==> src/rtl/uart_parity_pkg.sv <==
// Shared definitions for the UART parity engine: parity mode encoding,
// FSM state encoding and the legal data-length range.
package uart_parity_pkg;

   typedef enum logic [2:0] {
      MODE_NONE  = 3'd0,
      MODE_EVEN  = 3'd1,
      MODE_ODD   = 3'd2,
      MODE_MARK  = 3'd3,
      MODE_SPACE = 3'd4
   } parity_mode_e;

   typedef enum logic [1:0] {
      ST_IDLE  = 2'd0,
      ST_ACCUM = 2'd1,
      ST_READY = 2'd2
   } parity_state_e;

   localparam int         DATA_W_MIN = 5;
   localparam int         DATA_W_MAX = 9;
   localparam logic [3:0] LEN_MIN    = 4'd5;

   // Modes 5..7 are reserved and treated as a configuration error.
   function automatic logic mode_legal(input logic [2:0] mode);
      return (mode <= 3'd4);
   endfunction

endpackage

==> src/rtl/uart_parity_checker.sv <==
// Received-parity compare: registers a one-cycle error pulse when the
// sampled parity bit disagrees with the locally computed one.
module uart_parity_checker
   import uart_parity_pkg::*;
(
   input  logic clk,
   input  logic rst,
   input  logic chk_en_i,
   input  logic parity_bit_i,
   input  logic parity_exp_i,
   output logic parity_err_o
);

   // Error pulse lasts exactly one cycle after the qualified sample.
   always_ff @(posedge clk or negedge rst) begin
      if (!rst) begin
         parity_err_o <= 1'b0;
      end else begin
         parity_err_o <= chk_en_i && (parity_bit_i != parity_exp_i);
      end
   end

endmodule

==> src/rtl/uart_parity_engine.sv <==
// UART parity engine: accumulates data-bit parity over one frame and
// presents the parity bit for the parity slot.
// Optional received-parity checking is built when UART_PARITY_CHECK_EN
// is defined; otherwise parity_err_o is tied low.
module uart_parity_engine
   import uart_parity_pkg::*;
#(
   parameter int DATA_W = 8
)
(
   input  logic       clk,
   input  logic       rst,
   input  logic       frame_start_i,
   input  logic       bit_valid_i,
   input  logic       bit_i,
   input  logic [3:0] data_len_i,
   input  logic [2:0] mode_i,
   input  logic       parity_bit_valid_i,
   input  logic       parity_bit_i,
   output logic       parity_o,
   output logic       parity_ready_o,
   output logic       parity_err_o,
   output logic       busy_o,
   output logic       cfg_err_o
);

   localparam logic [3:0] LEN_MAX = 4'(DATA_W);

   parity_state_e state_q, state_d;
   logic [3:0]    len_q;
   logic [3:0]    count_q;
   logic [2:0]    mode_q;
   logic          acc_q;
   logic          cfg_err_q;
   logic          cfg_ok;
   logic          last_bit;

   assign cfg_ok   = (data_len_i >= LEN_MIN) && (data_len_i <= LEN_MAX) && mode_legal(mode_i);
   assign last_bit = ((count_q + 4'd1) == len_q);

   // State register.
   always_ff @(posedge clk or negedge rst) begin
      if (!rst) begin
         state_q <= ST_IDLE;
      end else begin
         state_q <= state_d;
      end
   end

   // Next state: a frame start overrides everything; an illegal config parks in IDLE.
   always_comb begin
      state_d = state_q;
      if (frame_start_i) begin
         state_d = cfg_ok ? ST_ACCUM : ST_IDLE;
      end else begin
         case (state_q)
            ST_ACCUM: if (bit_valid_i && last_bit) state_d = ST_READY;
            ST_READY: if (parity_bit_valid_i)      state_d = ST_IDLE;
            default:  state_d = state_q;
         endcase
      end
   end

   // Frame configuration, parity accumulator and bit counter.
   always_ff @(posedge clk or negedge rst) begin
      if (!rst) begin
         len_q     <= 4'd0;
         mode_q    <= 3'd0;
         acc_q     <= 1'b0;
         count_q   <= 4'd0;
         cfg_err_q <= 1'b0;
      end else if (frame_start_i) begin
         len_q     <= data_len_i;
         mode_q    <= mode_i;
         cfg_err_q <= !cfg_ok;
         acc_q     <= cfg_ok && bit_valid_i && bit_i;
         count_q   <= (cfg_ok && bit_valid_i) ? 4'd1 : 4'd0;
      end else if ((state_q == ST_ACCUM) && bit_valid_i) begin
         acc_q     <= acc_q ^ bit_i;
         count_q   <= count_q + 4'd1;
      end
   end

   // Parity bit is only meaningful in READY; it idles high elsewhere.
   always_comb begin
      parity_o = 1'b1;
      if (state_q == ST_READY) begin
         case (mode_q)
            MODE_EVEN:  parity_o = acc_q;
            MODE_ODD:   parity_o = ~acc_q;
            MODE_MARK:  parity_o = 1'b1;
            MODE_SPACE: parity_o = 1'b0;
            default:    parity_o = 1'b1;
         endcase
      end
   end

   assign parity_ready_o = (state_q == ST_READY);
   assign busy_o         = (state_q != ST_IDLE);
   assign cfg_err_o      = cfg_err_q;

`ifdef UART_PARITY_CHECK_EN
   logic chk_en;
   assign chk_en = (state_q == ST_READY) && parity_bit_valid_i && (mode_q != MODE_NONE);

   uart_parity_checker u_checker (
      .clk          (clk),
      .rst          (rst),
      .chk_en_i     (chk_en),
      .parity_bit_i (parity_bit_i),
      .parity_exp_i (parity_o),
      .parity_err_o (parity_err_o)
   );
`else
   logic unused_parity_bit;
   assign unused_parity_bit = parity_bit_i;
   assign parity_err_o      = 1'b0;
`endif

endmodule

==> config.mk <==
export PLATFORM = sky130hd
export DESIGN_NAME = uart_parity_engine
export DESIGN_NICKNAME = d
export VERILOG_FILES = /design/src/rtl/uart_parity_pkg.sv /design/src/rtl/uart_parity_checker.sv /design/src/rtl/uart_parity_engine.sv
export SDC_FILE = /design/constraint.sdc
export NUM_CORES = 1
export LEC_CHECK = 0
export ABC_AREA = 1
export CAP_MARGIN = 40
export CORE_MARGIN = 10
export CORE_UTILIZATION = 40
export CTS_CLUSTER_DIAMETER = 60
export CTS_CLUSTER_SIZE = 20
export DETAILED_ROUTE_END_ITERATION = 8
export PLACE_DENSITY = 0.73
export REMOVE_ABC_BUFFERS = 1
export SETUP_SLACK_MARGIN = 0.02
export SLEW_MARGIN = 20
export SYNTH_ARGS = -nofsm -noshare
export SYNTH_HDL_FRONTEND = slang
export SYNTH_SLANG_ARGS = --single-unit
==> constraint.sdc <==
create_clock -name clk -period 2.7 [get_ports clk]
set_clock_uncertainty 0.2 [all_clocks]
set_input_delay 0.675 -clock clk [delete_from_list [all_inputs] [get_ports clk]]
set_output_delay 0.675 -clock clk [all_outputs]
set_load 0.01 [all_outputs]
==> results.md <==
* Max Freq at 398 MHz
* GRT Total Usage at 0.0948
* Pin count of the biggest net entering global routing at 16
* Antenna cells at 0
* Worst rel slew slack at 0.553
* Hpwl dp at 1540 um
* Hold Path Class: register to register
* Placer congestion estimate at 0.749
* CP Capture Type: primary output
* Startpoint Class: register
* Placement Cell Area at 1040 um^2
* Outcome: completed
* Worst Path Class, Setup: register to primary output
* DRT Pass-1 Iters at 2
* Drt drc at 0
* Count of final max-slew check failures at 0
* GRT overflow at 0
* Synthesized cell area at 858 um^2
* CP Buf/Inv Count at 2
* CTS Sinks at 15
* Die height at 66.3 um
* Post-CTS resize count at 0
* TritonCTS buffer count at 3
* Rows at 16
* P_sw at 0.000139 W
* Max-Cap Viols at 0
* Pwr/cell area at 449 nW/um^2
* CP Cell Sequence: inv_1, o21ai_0, o21ai_0, o21ai_0, nand3_1, clkdlybuf4s50_1
* Setup crit start: acc_q
* Post-CTS Setup Inserts at 0
* Global-route wire length before repair at 3290 um
* Max incr delay on CP at 530 ps
* Clock root cell: clkbuf_4
* Syn Area/Cell at 7.21 um^2
* Final min period at 2510 ps
* 1st-iter DRT viols at 7
* Worst-skew pair later-pin latency at 300 ps
* Initial antenna violation count at 0
* Crit path required time at 1820 ps
* Vias in the first global route at 821
* Pint at 0.000341 W
* Switching Share at 0.289
* Sequential power share at 0.532
* Clk pwr share at 0.279
* Design area at 1070 um^2
* Drt wl/cell at 11.7 um
* Hold Crit Start: cfg_err_o
* Crit Path Max Fanout at 4
* Final setup TNS at 0 ps
* Leakage at 0.520 nW
* Slowest stage cell, crit path: clkdlybuf4s50_1
* Crit-path most repeated cell: o21ai_0
* Core area at 2000 um^2
* RSZ-0062 raised after global routing: false
* Die X at 66.3 um
* Routed WL at 1910 um
* CTS tree: done
* Num ports at 19
* Post-Synthesis Cells at 119
* Worst r2r src: count_q[0]
* VDD IR max at 0.305 mV
* Crit path max-delay family: buffers and inverters
* Post-synthesis sequential area ratio at 0.437
* CTS H-tree depth at 1
* Port buffer count at 16
* Unique cell type count in the Yosys netlist at 24
* Logic pwr share at 0.189
* Area Growth Syn to Fin at 24.6%
* Final Hold Viols at 0
* Die ar. at 4400 um^2
* Max clock buf depth at 2
* Post-CTS Hold Fix Bufs at 0
* YS warnings at 0
* Post-route ant nets at 0
* Seq cells post-synth at 15
* Final Setup Violations at 0
* Worst-margin pin slew at 668 ps
* Fin crit share at 0.931
* Layout cells sized above 1 at 0.0730
* Via count at 802
* Worst-path clk slew at 90 ps
* Crit path DAT at 1640 ps
* Nets at 153
* Initial Utilization at 0.429
* Avg Vias per Cell at 4.89
## final timing paths
| kind | to | slack, ps | cells after the start |
|---|---|---|---|
| hold reg to reg | cfg_err_o | 290 | 1 |
| min in group asynchronous | mode_q[2] | 580 | 1 |
| setup / recovery | parity_o | 190 | 6 |
| setup reg to reg | state_q[0] | 960 | 9 |
| max in group asynchronous | count_q[0] | 1290 | 1 |
| hold / removal | cfg_err_o | 290 | 1 |
## per-stage QoR
stage / hold slack (ps) / setup slack (ps) / total power [W] / instances / utilization
5_1_grt: 313 / 63.9 / 0.000503 / 164 / 0.534
6_report: 286 / 187 / 0.000480 / 164 / 0.534
3_5_place_dp: 272 / 511 / 0.000351 / 160 / 0.521
3_3_place_gp: 265 / 520 / 0.000347 / 160 / 0.521
4_1_cts: 293 / 174 / 0.000484 / 164 / 0.534
2_1_floorplan: 179 / 947 / 0.000306 / 116 / -
## power by group through the flow
stage | logic, W | registers (W) | clock network (W)
final | 0.0000907 | 0.000255 | 0.000134
after global routing | 0.000104 | 0.000258 | 0.000142
after CTS | 0.0000921 | 0.000255 | 0.000137
after detailed placement | 0.0000917 | 0.000260 | 0
after global placement | 0.0000891 | 0.000258 | 0
after floorplan | 0.0000497 | 0.000256 | 0
## Yosys cell counts
master | number | area [um^2]
nand2_1 | 35 | 131
inv_1 | 18 | 67.6
dfrtp_1 | 15 | 375
nand3_1 | 12 | 60.1
o21ai_0 | 11 | 55.1
nor2_1 | 7 | 26.3
a21oi_1 | 2 | 10.0
nand4_1 | 2 | 12.5
o22ai_1 | 2 | 12.5
a22oi_1 | 1 | 7.51
buf_2 | 1 | 5.00
buf_4 | 1 | 7.51
clkbuf_1 | 1 | 3.75
conb_1 | 1 | 3.75
ha_1 | 1 | 12.5
inv_2 | 1 | 3.75
nand2_2 | 1 | 6.26
nand3_2 | 1 | 10.0
nor2_2 | 1 | 6.26
nor2_4 | 1 | 11.3
o211ai_1 | 1 | 7.51
o21a_1 | 1 | 7.51
or2_2 | 1 | 6.26
xnor2_1 | 1 | 8.76
## logic make-up after synthesis
kind of cell	share of synthesized area
AND/OR/NAND/NOR	0.315
AO/OA/AOI/OAI	0.117
other	0.00437
flip-flops	0.437
buffers and inverters	0.102
adder cells (fa/ha/maj)	0.0146
XOR/XNOR	0.0102
## metal layers
metal | track usage | vias to the layer above | part of all wire
li1 | - | 416 | -
met1 | 0.0899 | 370 | 0.41
met2 | 0.177 | 13 | 0.52
met3 | 0.0305 | 3 | 0.047
met4 | 0.0471 | 0 | 0.021
met5 | 0 | - | 0
## placed cells by master (no fill, tap or decap), types with 2 or more instances in the layout
cell	instances
nand4_1	2
dfrtp_1	15
o21ai_0	11
nor2_1	7
clkdlybuf4s50_1	16
nand2_1	35
inv_1	18
o22ai_1	2
clkbuf_4	3
a21oi_1	2
nand3_1	12
## layout make-up
class	count	area (um^2)
repair buffers	17	168
flip-flops and latches	15	375
multi-input cells	82	395
inverters	19	71.3
clock buffers	4	26.3
well taps	27	33.8
fillers	196	932
## flip-flops by register name, summed over array words and instances (netlist names)
signal	flops
len_q	4
state_q	2
mode_q	3
count_q	4
acc_q	1
cfg_err_o	1
(Power assumes the default switching activity.)
